[src/rtl/vid_sof_detect.sv]
// vid_sof_detect: passive AXI4-Stream video tap monitor emitting a decimated frame sync pulse and frame geometry
// clk, resetn       : clock, asynchronous active-low reset
// enable            : allows sync_pulse generation (measurement always runs)
// s_tvalid/s_tready : tapped handshake, a beat is both high
// s_tuser/s_tlast   : start-of-frame and end-of-line markers, qualified by a beat
// sync_pulse        : one-cycle pulse on every SYNC_DIV-th enabled SOF
// line_width        : beats per line of the last complete frame
// frame_height      : lines in the last complete frame
// geom_valid        : last complete frame was well-formed
// err_pulse         : one-cycle pulse whenever a new error bit is raised
// err_code          : sticky {overflow, sof mid-line, line length mismatch}, restarted at each SOF
module vid_sof_detect #(
    parameter int W_BITS   = 13,
    parameter int H_BITS   = 12,
    parameter int SYNC_DIV = 1
) (
    input  logic              clk,
    input  logic              resetn,
    input  logic              enable,
    input  logic              s_tvalid,
    input  logic              s_tready,
    input  logic              s_tuser,
    input  logic              s_tlast,
    output logic              sync_pulse,
    output logic [W_BITS-1:0] line_width,
    output logic [H_BITS-1:0] frame_height,
    output logic              geom_valid,
    output logic              err_pulse,
    output logic [2:0]        err_code
);
    typedef enum logic {IDLE, ACTIVE} state_t;
    state_t            state;
    logic [W_BITS-1:0] px_cnt;
    logic [W_BITS-1:0] ref_width;
    logic [H_BITS-1:0] line_cnt;
    logic [7:0]        div_cnt;
    logic              beat;
    logic              px_max;
    logic              line_max;
    logic              sof_err;
    logic [W_BITS-1:0] len;
    logic [2:0]        run_err;
    assign beat     = s_tvalid & s_tready;
    assign px_max   = &px_cnt;
    assign line_max = &line_cnt;
    // saturating beat count including the current beat
    assign len      = px_max ? px_cnt : px_cnt + 1'b1;
    assign sof_err  = (state == ACTIVE) && (px_cnt != '0);
    assign run_err  = {px_max | (s_tlast & line_max), 1'b0,
                       s_tlast && (line_cnt != '0) && (len != ref_width)};
    always_ff @(posedge clk or negedge resetn) begin
        if (!resetn) begin
            state        <= IDLE;
            px_cnt       <= '0;
            ref_width    <= '0;
            line_cnt     <= '0;
            div_cnt      <= '0;
            sync_pulse   <= 1'b0;
            line_width   <= '0;
            frame_height <= '0;
            geom_valid   <= 1'b0;
            err_pulse    <= 1'b0;
            err_code     <= '0;
        end else begin
            sync_pulse <= 1'b0;
            err_pulse  <= 1'b0;
            if (beat && s_tuser) begin
                if (state == ACTIVE) begin
                    frame_height <= line_cnt;
                    line_width   <= ref_width;
                    // err_code[1] here belongs to the SOF that opened this frame, not to the frame itself
                    geom_valid   <= !sof_err && !err_code[0] && !err_code[2] &&
                                    (line_cnt != '0) && (ref_width != '0);
                    err_pulse    <= sof_err;
                end
                state     <= ACTIVE;
                err_code  <= {1'b0, sof_err, 1'b0};
                px_cnt    <= s_tlast ? '0 : W_BITS'(1);
                line_cnt  <= s_tlast ? H_BITS'(1) : '0;
                ref_width <= s_tlast ? W_BITS'(1) : '0;
                if (enable) begin
                    sync_pulse <= (div_cnt == '0);
                    div_cnt    <= (div_cnt == 8'(SYNC_DIV - 1)) ? '0 : div_cnt + 1'b1;
                end
            end else if (beat && state == ACTIVE) begin
                err_code  <= err_code | run_err;
                err_pulse <= |(run_err & ~err_code);
                if (s_tlast) begin
                    px_cnt   <= '0;
                    line_cnt <= line_max ? line_cnt : line_cnt + 1'b1;
                    if (line_cnt == '0)
                        ref_width <= len;
                end else begin
                    px_cnt <= len;
                end
            end
        end
    end
endmodule

[config.mk]
export PLATFORM = sky130hd
export DESIGN_NAME = vid_sof_detect
export DESIGN_NICKNAME = d
export VERILOG_FILES = /design/src/rtl/vid_sof_detect.sv
export SDC_FILE = /design/constraint.sdc
export NUM_CORES = 1
export LEC_CHECK = 0
export BUFFER_PORTS_ARGS = -buffer_cell sky130_fd_sc_hd__clkbuf_2
export CAP_MARGIN = 20
export CORE_MARGIN = 5
export CORE_UTILIZATION = 60
export DETAILED_ROUTE_END_ITERATION = 7
export GPL_TIMING_DRIVEN = 0
export HOLD_SLACK_MARGIN = 0.15
export PLACE_DENSITY = 0.91
export SLEW_MARGIN = 15
export SYNTH_ARGS = -nofsm -noshare
export SYNTH_HDL_FRONTEND = slang
export SYNTH_SLANG_ARGS = --single-unit
[constraint.sdc]
create_clock -name clk -period 3.05 [get_ports clk]
set_clock_uncertainty 0.05 [all_clocks]
set_input_delay 0.4575 -clock clk [delete_from_list [all_inputs] [get_ports clk]]
set_output_delay 0.4575 -clock clk [all_outputs]
set_load 0.005 [all_outputs]
==> flow_metrics.env <==
export IMPL_dp_hpwl_um=8680
export IMPL_crit_type="reg -> reg"
export IMPL_setup_viol=0
export IMPL_p_leak_uw=0.00229
export IMPL_viasPerCell=6.47
export IMPL_clk_latency_ns=0.36
export IMPL_track_usage=0.275
export IMPL_area_growth_pct=13.0
export IMPL_io_pins=38
export IMPL_grt_pass1_wl_um=19600
export IMPL_antenna_cells=0
export IMPL_gr_total_overflow=0
export IMPL_status="finished clean"
export IMPL_ctsLongestPathBuffers=2
export IMPL_top_layer="met4"
export IMPL_drt_iter0_markers=417
export IMPL_yosysWarningCount=0
export IMPL_drc=0
export IMPL_setup_tns_ns=0
export IMPL_place_inst=618
export IMPL_slew_viol_final=0
export IMPL_max_vdd_ir_drop_uv=467
export IMPL_coreArea_mm2=0.00725
export IMPL_wl_um=11900
export IMPL_critPathRequiredTime_ns=3.23
export IMPL_finalNonFillerCells=637
export IMPL_startpoint_type="flop"
export IMPL_cts_tree="done"
export IMPL_rows=31
export IMPL_ys_seq_area_frac=0.435
export IMPL_root_buffer="clkbuf_8"
export IMPL_synth_edf_count=0
export IMPL_ant_nets=0
export IMPL_r2r_cells=9
export IMPL_met2WireLength_um=5530
export IMPL_synth_distinct_cells=68
export IMPL_num_nets_final=546
export IMPL_netlist_area_mm2=0.00449
export IMPL_comb_power_share=0.239
export IMPL_die_w_um=96.5
export IMPL_drive_gt1_frac=0.193
export IMPL_intPower_uw=1950
export IMPL_dr_pass1_iters=5
export IMPL_grt_pass1_vias=3967
export IMPL_wl_met1_um=4980
export IMPL_reg2reg_from="px_cnt[1]$_DFFE_PN0P_"
export IMPL_reg2reg_slack_ns=0.11
export IMPL_hold_viol_final=0
export IMPL_reg2reg_to="err_code[0]$_DFFE_PN0P_"
export IMPL_syn_num_nets=495
export IMPL_crit_slowest_cell="dfrtp_2"
export IMPL_worst_pin_slew_ns=0.734
export IMPL_clkPwrFrac=0.307
export IMPL_gp_congestion=1.03
export IMPL_ys_ff_latch=78
export IMPL_clock_sink_count=78
export IMPL_critPathTopFamily="simple AND/OR/NAND/NOR gates"
export IMPL_hp_class="reg -> reg"
export IMPL_wire_per_inst_um=18.7
export IMPL_clk_pin_slew_ns=0.09
export IMPL_h_tree_depth=3
export IMPL_grt_max_degree=47
export IMPL_min_path_cells=1
export IMPL_die_h_um=96.5
export IMPL_swShare=0.322
export IMPL_grt_setup_unrepaired="false"
export IMPL_num_fill_cells=554
export IMPL_wl_met3_um=965
export IMPL_path_cells="ha_1 > buf_4 > nand3_1 > nor4_4 > nor3_1 > mux2i_1 > or3b_1 > nor4bb_1 > a21oi_1"
export IMPL_port_buffers=35
export IMPL_avgSynthCellArea_um2=9.32
export IMPL_relSlewSlack=0.507
export IMPL_syn_inst=482
export IMPL_crit_path_max_fanout=10
export IMPL_start_util=0.619
export IMPL_end_kind="flop"
export IMPL_synth_ff_type="dfrtp_1"
export IMPL_cellPowerDensity_mw_per_mm2=565
export IMPL_fin_crit_sh=0.964
export IMPL_cts_made_buffers=9
export IMPL_critical_path_max_stage_delay_ns=0.46
export IMPL_antenna_found_initial=0
export IMPL_power_switching_uw=922
export IMPL_holdPathEnd="div_cnt[7]$_DFFE_PN0P_"
export IMPL_cp_arrival_ns=3.12
export IMPL_max_cap_viol_count=0
export IMPL_worstPathBufferInverterCount=1
export IMPL_max_freq_ghz=0.340
export IMPL_min_period_ns=2.94
export IMPL_hold_start="div_cnt[7]$_DFFE_PN0P_"
export IMPL_seq_power_share=0.454
export IMPL_async_reset_ff_frac=1.00
export IMPL_vias=4120
export IMPL_fp_dieArea_mm2=0.00932
==> layout make-up <==
cell class                 instances  area (um^2)  share of cell area
multi-input combinational        357         2290               0.452
sequential                        78         1950               0.385
timing repair buffer              40          238              0.0468
buffer                            34          198              0.0389
clock buffer                      10          128              0.0251
tap                               99          124              0.0244
clock inverter                     6         95.1              0.0187
inverter                          13         48.8             0.00961
==> synthesized netlist by cell type (all sizes together), types with 3 or more instances <==
cell | count | area [um^2]
nand2b | 3 | 18.8
xnor2 | 14 | 123
nand2 | 46 | 175
o22a | 3 | 26.3
a41oi | 4 | 42.6
mux2i | 3 | 30.0
nand4 | 15 | 109
nor4 | 11 | 90.1
nand3 | 20 | 113
xor2 | 10 | 87.6
nor2 | 49 | 184
clkbuf | 22 | 92.6
o31ai | 3 | 22.5
dfrtp | 78 | 1950
or3 | 5 | 31.3
a211oi | 8 | 60.1
o22ai | 3 | 18.8
o21ai | 33 | 165
nor3 | 12 | 70.1
mux2 | 19 | 214
and3 | 11 | 70.1
inv | 13 | 48.8
nor4b | 3 | 26.3
ha | 6 | 75.1
and2 | 4 | 25.0
a21oi | 30 | 150
or2 | 3 | 18.8
a31oi | 4 | 31.3
o211ai | 5 | 37.5
buf | 12 | 105
==> power by group through the flow <==
stage          combinational, uW  sequential [uW]  clock [uW]
6_report                     685             1300         881
3_3_place_gp                 650             1310           0
3_5_place_dp                 670             1320           0
2_1_floorplan                445             1290           0
4_1_cts                      674             1300         887
5_1_grt                      757             1320         939
==> placed cells by master (no fill, tap or decap), types with 4 or more instances in the layout <==
master	synthesis	layout
nand3_1	19	19
a211oi_1	8	8
clkbuf_1	21	22
or3_1	5	5
mux2_2	19	19
and3_1	10	10
dfrtp_1	78	77
o21ai_0	32	32
clkbuf_2	0	34
a21oi_1	30	30
inv_1	13	13
buf_4	3	6
and2_1	4	4
xnor2_1	14	14
nand2_1	45	45
nor3_1	10	10
o211ai_1	5	5
xor2_1	10	10
buf_6	6	6
nand4_1	14	14
nor2_1	49	49
ha_1	6	6
nor4_1	9	9
clkbuf_8	1	10
==> through the flow <==
| stage | instance area [um^2] | utilization | setup slack, ns | hold WS, ns | total power (uW) |
|---|---|---|---|---|---|
| final | 5080 | 0.700 | 0.110 | 0.438 | 2870 |
| after floorplan | 4490 | - | 0.755 | 0.112 | 1740 |
| after global placement | 4790 | 0.661 | 0.248 | 0.412 | 1960 |
| after detailed placement | 4830 | 0.666 | 0.133 | 0.416 | 1990 |
| after global routing | 5080 | 0.700 | 0.0473 | 0.461 | 3010 |
| after CTS | 5060 | 0.698 | 0.0761 | 0.441 | 2860 |
==> worst max path at each step <==
stage	start	to	cells past startpoint
2_1_floorplan	px_cnt[1]$_DFFE_PN0P_	err_code[0]$_DFFE_PN0P_	9
3_3_place_gp	px_cnt[1]$_DFFE_PN0P_	err_code[0]$_DFFE_PN0P_	9
3_5_place_dp	px_cnt[1]$_DFFE_PN0P_	err_code[0]$_DFFE_PN0P_	9
5_1_grt	px_cnt[1]$_DFFE_PN0P_	err_code[0]$_DFFE_PN0P_	9
4_1_cts	px_cnt[1]$_DFFE_PN0P_	err_code[0]$_DFFE_PN0P_	9
6_report	px_cnt[1]$_DFFE_PN0P_	err_code[0]$_DFFE_PN0P_	9
==> registers in the layout, indices dropped and copies added (netlist names) <==
name / cells
line_cnt: 12
frame_height: 12
err_code: 3
ref_width: 13
px_cnt: 13
err_pulse: 1
state: 1
line_width: 13
div_cnt: 8
sync_pulse: 1
geom_valid: 1
==> logic make-up (layout without fill, tap and decap cells) <==
group	Yosys count	count (layout)	synth area share
adders and majority gates	6	6	0.0167
and+or+nand+nor	192	192	0.225
buffers and inverters	47	103	0.0549
AOI/OAI and AO/OA	112	112	0.163
DFF	78	78	0.435
xor gates and xnor gates	25	25	0.0518
muxes	22	22	0.0543
==> routing by layer <==
layer / track usage / up-vias
met2: 0.407 / 250
met3: 0.0651 / 44
met4: 0.143 / 0
met1: 0.377 / 1985
li1: - / 1841
met5: 0 / -
==> what timing repair did <==
action                                  in CTS  in global routing
setup buffers                                0                  2
endpoints found under the hold margin       32                  0
endpoints found under the setup margin       0                  1
hold buffers                                 1                  0
resized for setup                            0                  1
Power figures use the tool's default switching activity.
